[config.mk]
export PLATFORM = sky130hd
export DESIGN_NAME = goods_selector
export DESIGN_NICKNAME = d
export VERILOG_FILES = /design/src/rtl/goods_selector.sv
export SDC_FILE = /design/constraint.sdc
export NUM_CORES = 1
export LEC_CHECK = 0
export CAP_MARGIN = 30
export CELL_PAD_IN_SITES_DETAIL_PLACEMENT = 0
export CELL_PAD_IN_SITES_GLOBAL_PLACEMENT = 1
export CORE_UTILIZATION = 46
export DETAILED_ROUTE_END_ITERATION = 7
export PLACE_DENSITY = 0.87
export SLEW_MARGIN = 20
export SYNTH_ARGS = -nofsm -noshare
export SYNTH_HDL_FRONTEND = slang
export SYNTH_SLANG_ARGS = --single-unit
[constraint.sdc]
create_clock -name clk -period 4 [get_ports clk]
set_input_delay 0.8 -clock clk [delete_from_list [all_inputs] [get_ports clk]]
set_output_delay 0.8 -clock clk [all_outputs]
set_load 0.01 [all_outputs]
[src/rtl/goods_selector.sv]
// -----------------------------------------------------------------------------
// goods_selector
//
// Product-selection front end for the vending machine. It registers the raw
// product buttons and edge-detects them, accepting one press at a time. The
// price of the pressed channel is looked up from a parameter table and
// converted to BCD for the display by a sequential shift-add-3 engine. The
// block keeps a stock counter per channel and holds the selection until
// payment/dispense reports vend completion or the user cancels.
//
// Ports
//   clk         in   system clock
//   rst         in   asynchronous reset, active-low
//   sel         in   [N_GOODS]      raw product buttons (level), bit i = channel i
//   cancel      in   user cancel, sampled synchronously
//   vend_done   in   one-cycle pulse: item delivered
//   restock     in   one-cycle pulse: reload every stock counter
//   sel_valid   out  a selection is locked (CONVERT or HOLD)
//   sel_onehot  out  [N_GOODS]      locked channel, one-hot; 0 when idle
//   price_bin   out  [PRICE_W]      locked price, binary; 0 when idle
//   price_bcd   out  [4*BCD_DIGITS] locked price, BCD; final only while bcd_valid
//   bcd_valid   out  price_bcd is final
//   reject      out  one-cycle pulse: a press was refused
//   sold_out    out  [N_GOODS]      bit i = 1 when channel i stock is 0
//   busy        out  BCD conversion in progress
// -----------------------------------------------------------------------------
module goods_selector #(
  parameter int N_GOODS    = 4,
  parameter int PRICE_W    = 8,
  parameter int BCD_DIGITS = 3,
  parameter int STOCK_W    = 4,
  parameter int INIT_STOCK = 9,
  parameter logic [N_GOODS*PRICE_W-1:0] PRICE_TABLE = {8'd10, 8'd7, 8'd5, 8'd2}
) (
  input  logic                    clk,
  input  logic                    rst,
  input  logic [N_GOODS-1:0]      sel,
  input  logic                    cancel,
  input  logic                    vend_done,
  input  logic                    restock,
  output logic                    sel_valid,
  output logic [N_GOODS-1:0]      sel_onehot,
  output logic [PRICE_W-1:0]      price_bin,
  output logic [4*BCD_DIGITS-1:0] price_bcd,
  output logic                    bcd_valid,
  output logic                    reject,
  output logic [N_GOODS-1:0]      sold_out,
  output logic                    busy
);

  localparam int BCD_W = 4 * BCD_DIGITS;
  localparam int CNT_W = $clog2(PRICE_W + 1);
  localparam logic [CNT_W-1:0]   LAST_STEP = CNT_W'(PRICE_W - 1);
  localparam logic [STOCK_W-1:0] STOCK_RELOAD = STOCK_W'(INIT_STOCK);

  typedef enum logic [1:0] {
    S_IDLE    = 2'd0,
    S_CONVERT = 2'd1,
    S_HOLD    = 2'd2
  } state_t;

  // Double-dabble correction: every digit of 5 or more gets +3 before the
  // shift. No carry leaves the top digit because table prices fit the display.
  function automatic logic [BCD_W-1:0] bcd_add3(input logic [BCD_W-1:0] d);
    logic [BCD_W-1:0] r;
    r = d;
    for (int i = 0; i < BCD_DIGITS; i++) begin
      if (d[i*4 +: 4] >= 4'd5) begin
        r[i*4 +: 4] = d[i*4 +: 4] + 4'd3;
      end
    end
    return r;
  endfunction

  // Stock decrement that sticks at zero instead of wrapping.
  function automatic logic [STOCK_W-1:0] stock_dec_sat(input logic [STOCK_W-1:0] s);
    return (s == '0) ? '0 : (s - STOCK_W'(1));
  endfunction

  state_t               r_state;
  state_t               w_state_nxt;

  logic [N_GOODS-1:0]   r_sel_q;
  logic [N_GOODS-1:0]   r_sel_prev;
  logic [1:0]           r_arm;
  logic [N_GOODS-1:0]   w_rise;
  logic                 w_rise_onehot;
  logic                 w_rise_soldout;
  logic [PRICE_W-1:0]   w_price;

  logic                 w_accept;
  logic                 w_reject;
  logic                 w_step;
  logic                 w_clear;
  logic                 w_vend;

  logic [N_GOODS-1:0]   r_sel_onehot;
  logic [PRICE_W-1:0]   r_price_bin;
  logic [PRICE_W-1:0]   r_shift;
  logic [BCD_W-1:0]     r_bcd;
  logic [BCD_W-1:0]     w_bcd_adj;
  logic [CNT_W-1:0]     r_cnt;
  logic                 r_reject;

  logic [STOCK_W-1:0]   r_stock [N_GOODS];
  logic [N_GOODS-1:0]   w_sold_out;

  // ---- input stage: button sampling and press detection ----
  // r_arm keeps press detection off until sel_prev holds a genuine sample
  // taken after reset, so a button held across reset counts as held rather
  // than as a fresh press.
  always_ff @(posedge clk or negedge rst) begin
    if (!rst) begin
      r_sel_q    <= '0;
      r_sel_prev <= '0;
      r_arm      <= 2'b00;
    end else begin
      r_sel_q    <= sel;
      r_sel_prev <= r_sel_q;
      r_arm      <= {r_arm[0], 1'b1};
    end
  end

  assign w_rise         = r_arm[1] ? (r_sel_q & ~r_sel_prev) : '0;
  assign w_rise_onehot  = (w_rise != '0) && ((w_rise & (w_rise - N_GOODS'(1))) == '0);
  assign w_rise_soldout = (w_rise & w_sold_out) != '0;

  always_comb begin
    w_price = '0;
    for (int i = 0; i < N_GOODS; i++) begin
      if (w_rise[i]) begin
        w_price = PRICE_TABLE[i*PRICE_W +: PRICE_W];
      end
    end
  end

  // ---- control: selection FSM ----
  always_ff @(posedge clk or negedge rst) begin
    if (!rst) begin
      r_state <= S_IDLE;
    end else begin
      r_state <= w_state_nxt;
    end
  end

  always_comb begin
    w_state_nxt = r_state;
    w_accept    = 1'b0;
    w_reject    = 1'b0;
    w_step      = 1'b0;
    w_clear     = 1'b0;
    w_vend      = 1'b0;
    case (r_state)
      S_IDLE: begin
        if (w_rise != '0) begin
          if (w_rise_onehot && !w_rise_soldout && !cancel) begin
            w_accept    = 1'b1;
            w_state_nxt = S_CONVERT;
          end else begin
            w_reject = 1'b1;
          end
        end
      end
      S_CONVERT: begin
        if (cancel) begin
          w_clear     = 1'b1;
          w_state_nxt = S_IDLE;
        end else begin
          w_step = 1'b1;
          if (r_cnt == LAST_STEP) begin
            w_state_nxt = S_HOLD;
          end
        end
      end
      S_HOLD: begin
        // vend_done outranks a same-cycle cancel: the item is already out.
        if (vend_done) begin
          w_vend      = 1'b1;
          w_clear     = 1'b1;
          w_state_nxt = S_IDLE;
        end else if (cancel) begin
          w_clear     = 1'b1;
          w_state_nxt = S_IDLE;
        end
      end
      default: begin
        w_clear     = 1'b1;
        w_state_nxt = S_IDLE;
      end
    endcase
  end

  // ---- datapath: selection latch and shift-add-3 conversion ----
  assign w_bcd_adj = bcd_add3(r_bcd);

  always_ff @(posedge clk or negedge rst) begin
    if (!rst) begin
      r_sel_onehot <= '0;
      r_price_bin  <= '0;
      r_shift      <= '0;
      r_bcd        <= '0;
      r_cnt        <= '0;
      r_reject     <= 1'b0;
    end else begin
      r_reject <= w_reject;
      if (w_accept) begin
        r_sel_onehot <= w_rise;
        r_price_bin  <= w_price;
        r_shift      <= w_price;
        r_bcd        <= '0;
        r_cnt        <= '0;
      end else if (w_clear) begin
        r_sel_onehot <= '0;
        r_price_bin  <= '0;
        r_shift      <= '0;
        r_bcd        <= '0;
        r_cnt        <= '0;
      end else if (w_step) begin
        // Corrected digits shift left; the next price bit (MSB first) enters.
        r_bcd   <= {w_bcd_adj[BCD_W-2:0], r_shift[PRICE_W-1]};
        r_shift <= {r_shift[PRICE_W-2:0], 1'b0};
        r_cnt   <= r_cnt + CNT_W'(1);
      end
    end
  end

  // ---- stock counters ----
  // Restock overrides a same-cycle vend so the counters always land on the
  // reload value.
  always_ff @(posedge clk or negedge rst) begin
    if (!rst) begin
      for (int i = 0; i < N_GOODS; i++) begin
        r_stock[i] <= STOCK_RELOAD;
      end
    end else begin
      for (int i = 0; i < N_GOODS; i++) begin
        if (restock) begin
          r_stock[i] <= STOCK_RELOAD;
        end else if (w_vend && r_sel_onehot[i]) begin
          r_stock[i] <= stock_dec_sat(r_stock[i]);
        end
      end
    end
  end

  always_comb begin
    w_sold_out = '0;
    for (int i = 0; i < N_GOODS; i++) begin
      w_sold_out[i] = (r_stock[i] == '0);
    end
  end

  // ---- outputs ----
  assign sel_valid  = (r_state == S_CONVERT) || (r_state == S_HOLD);
  assign busy       = (r_state == S_CONVERT);
  assign bcd_valid  = (r_state == S_HOLD);
  assign sel_onehot = r_sel_onehot;
  assign price_bin  = r_price_bin;
  assign price_bcd  = r_bcd;
  assign reject     = r_reject;
  assign sold_out   = w_sold_out;

endmodule

==> reports/summary.log <==
[timing] minimum clock period after layout 2.79 ns
[floorplan] standard cell core area 0.00642 sq mm
[finish] count of fill cells added during filler insertion 561
[critical_path] FF-to-FF path depth 8
[power_and_ir_drop] maximum ir drop on the vdd rail 0.358 mV
[timing] Total Negative Setup Slacks 0 ns
[finish] ratio of cells with drive above 1 in the final layout 13.8%
[critical_path] maximum fanout count along the critical path 5
[finish] Syn-to-layout area delta 20.2%
[logic_synthesis] fraction of the yosys area taken by sequential cells 48.3%
[logic_synthesis] total number of yosys warnings 0
[timing] setup repair after global routing missed its margin no
[drt] First-pass DRT Iterations 7
[logic_synthesis] EDFF count, synth 0
[drt] total number of vias 2283
[logic_synthesis] ys async rst share 100%
[power_and_ir_drop] Power per Cell Area 493 mW/mm^2
[logic_synthesis] post-synth design cell area 0.00308 sq mm
[logic_synthesis] Yosys cell types 44
[clock_network] # Post-CTS Setup Buffers 0
[global_routing] All-Layer GR Usage 17.9%
[placed_design] Routability Congestion 0.734
[critical_path] data arrival time of the critical path 1.99 ns
[drt] DRC violations left 6
[critical_path] category of the critical setup timing path reg2out
[logic_synthesis] Avg Cell Area, Syn 10.1 sq um
[outcome] violated checks DRC
[min_path] critical hold path startpoint r_arm[0]
[logic_synthesis] ranking of synthesized cells by area sky130_fd_sc_hd__dfrtp_1, sky130_fd_sc_hd__ha_1, sky130_fd_sc_hd__dfstp_2, sky130_fd_sc_hd__nand2_1, sky130_fd_sc_hd__a21oi_2
[clock_network] root buffer cell sky130_fd_sc_hd__clkbuf_8
[critical_path] CP Launch Type flop
[logic_synthesis] top-area cell type share of the netlist area 41.4%
[finish] commonest cells after routing, fill and taps aside sky130_fd_sc_hd__dfrtp_1, sky130_fd_sc_hd__nand2_1, sky130_fd_sc_hd__clkdlybuf4s50_1
[drt] DRC violation total after the first TritonRoute iteration 92
[timing] maximum frequency from static timing analysis 358 MHz
[clock_network] quantity of hold-fixing buffers added after cts 0
[floorplan] I/O pins 41
[critical_path] end of the worst register-to-register path price_bin[3]
[logic_synthesis] commonest register cell after synthesis sky130_fd_sc_hd__dfrtp_1
[clock_network] clock tree buffer depth 2
[outcome] run status finished, violations left
[floorplan] overall die area 0.00702 sq mm
[timing] total count of hold-check failures in the final report 0
[critical_path] register-to-register setup slack 1.55 ns
[timing] Finish-stage setup viols 0
[min_path] depth of the worst hold-timing path 0
[clock_network] CTS sink count 59
[clock_network] H-tree lvl count 3
[global_routing] number of global-route vias before repair 2099
[finish] most common cell after layout, fill and taps aside sky130_fd_sc_hd__dfrtp_1
[timing] Final Cycle Share 69.8%
[floorplan] effective utilization at floorplan 47.9%
[clock_network] CTS tree yes
[min_path] class of the most critical hold timing path reg2reg
[drt] remaining antenna violation count 0
[finish] Post-Layout Inst Area 0.00370 sq mm
[critical_path] required arrival time at the worst endpoint 3.20 ns
[run] count of maximum capacitance violations 0
[floorplan] total number of placement rows 29
[global_routing] antenna violations before repair 0
[clock_network] post-cts gate resize count 0
[global_routing] global route overflow 0
[placed_design] count of input and output buffers 36
[placed_design] HPWL after DPL 4030 um
[logic_synthesis] most area-hungry cell type in the Yosys netlist sky130_fd_sc_hd__dfrtp_1
[finish] antenna fix cells 0
[global_routing] pin count of the biggest net entering global routing 39
[critical_path] Critical Path End Type primary output
[clock_network] insertion delay to the later sink of the worst-skew pair 0.33 ns
[drt] total wire length after detailed routing 5770 um
[power_and_ir_drop] P_leak 0.00155 uW
[clock_network] CTS Buf Count 9
[logic_synthesis] FF+latch count, synth 59
[critical_path] Worst R2R Start r_stock[4]
[timing] worst-case headroom to the max-slew limit 46.7%
[timing] worst clock skew 0.00723 ns
[finish] final net count 370
[global_routing] first-pass GRT wire length 9780 um
[clock_network] Clock transition at path regs 0.06 ns
[timing] final slew viol count 0
[floorplan] x dimension of the die 83.8 um
[logic_synthesis] post-synthesis instance total 305
[min_path] Endpoint, Worst Hold r_arm[1]
[floorplan] Die Span Y 83.8 um
[drt] via count normalized by instance count 5.38
[timing] slew of the pin with the lowest slew margin 0.799 ns
[drt] post-detailed-route wirelength per cell 13.6 um
[placed_design] cell area after placement 0.00345 sq mm
## sequential cells by signal, summed over array words and instances (netlist names)
signal      cells
r_arm           2
r_cnt           4
r_state         2
price_bcd      12
r_shift         8
r_stock        16
r_sel_q         4
price_bin       3
r_sel_prev      4
sel_onehot      3
reject          1
## logic make-up (layout without fill, tap and decap cells)
family	after synthesis	after routing	share of synthesized area (%)
xor gates and xnor gates	8	8	2.28
and+or+nand+nor	105	105	17.0
buffers and inverters	38	77	6.38
DFF	59	59	48.3
other	2	5	0.244
adders and majority gates	19	19	7.72
AOI/OAI and AO/OA	67	67	15.8
muxes	7	7	2.28
## stage by stage
| stage | cells | worst slack, ns | util, % | power [uW] | hold slack [ns] |
|---|---|---|---|---|---|
| final | 424 | 1.21 | 57.6 | 1830 | 0.364 |
| after global routing | 424 | 1.08 | 57.6 | 1930 | 0.381 |
| after CTS | 423 | 1.18 | 57.2 | 1840 | 0.377 |
| after detailed placement | 407 | 1.23 | 53.7 | 1230 | 0.362 |
| after global placement | 407 | 1.28 | 53.7 | 1220 | 0.333 |
| after floorplan | 308 | 1.83 | - | 1080 | 0.331 |
## area by class of cell
type | count | area, sq um | area share (%)
inverter | 21 | 78.8 | 2.13
clock inverter | 5 | 75.1 | 2.03
sequential | 59 | 1490 | 40.2
clock buffer | 11 | 151 | 4.09
multi-input combinational | 211 | 1410 | 38.0
tap | 77 | 96.3 | 2.60
timing repair buffer | 40 | 405 | 11.0
## critical path, cell delays in order, from the launching register on
cell	delay (ns)
sky130_fd_sc_hd__dfrtp_1	0.39
sky130_fd_sc_hd__inv_1	0.08
sky130_fd_sc_hd__ha_1	0.17
sky130_fd_sc_hd__nor3b_2	0.40
sky130_fd_sc_hd__clkdlybuf4s50_1	0.62
## per-layer routing
layer / routed length (um) / global-route usage [%] / vias up / part of all wire (%)
li1: - / - / 1116 / -
met2: 2710 / 28.0 / 51 / 47
met4: 74 / 6.90 / 0 / 1.3
met1: 2740 / 23.2 / 1110 / 47
met3: 250 / 5.64 / 6 / 4.3
met5: 0 / 0 / - / 0
## worst max-delay path by stage
stage,to,start,cells after the start
finish,sold_out[3],r_stock[1],4
global route,sold_out[2],r_stock[5],4
global placement,r_shift[1],cancel,6
detailed placement,sel_onehot[0],cancel,5
floorplan,r_shift[2],r_stock[4],9
CTS,sold_out[2],r_stock[5],4
## power breakdown
part / switching (uW) / internal [uW]
Clock: 226 / 381
Combinational: 278 / 209
Sequential: 62.7 / 668
## synth_stat cells (7+ instances only)
| master | count |
|---|---|
| sky130_fd_sc_hd__ha_1 | 19 |
| sky130_fd_sc_hd__dfstp_2 | 8 |
| sky130_fd_sc_hd__nor3_1 | 10 |
| sky130_fd_sc_hd__buf_4 | 7 |
| sky130_fd_sc_hd__inv_1 | 21 |
| sky130_fd_sc_hd__mux2i_1 | 7 |
| sky130_fd_sc_hd__nand2_1 | 38 |
| sky130_fd_sc_hd__o2bb2ai_1 | 7 |
| sky130_fd_sc_hd__dfrtp_1 | 51 |
| sky130_fd_sc_hd__nor2_1 | 21 |
| sky130_fd_sc_hd__o21ai_0 | 8 |
| sky130_fd_sc_hd__a21oi_1 | 19 |
| sky130_fd_sc_hd__a21oi_2 | 13 |
| sky130_fd_sc_hd__nand3_1 | 9 |
No activity file was read; power rests on OpenSTA's default activity.
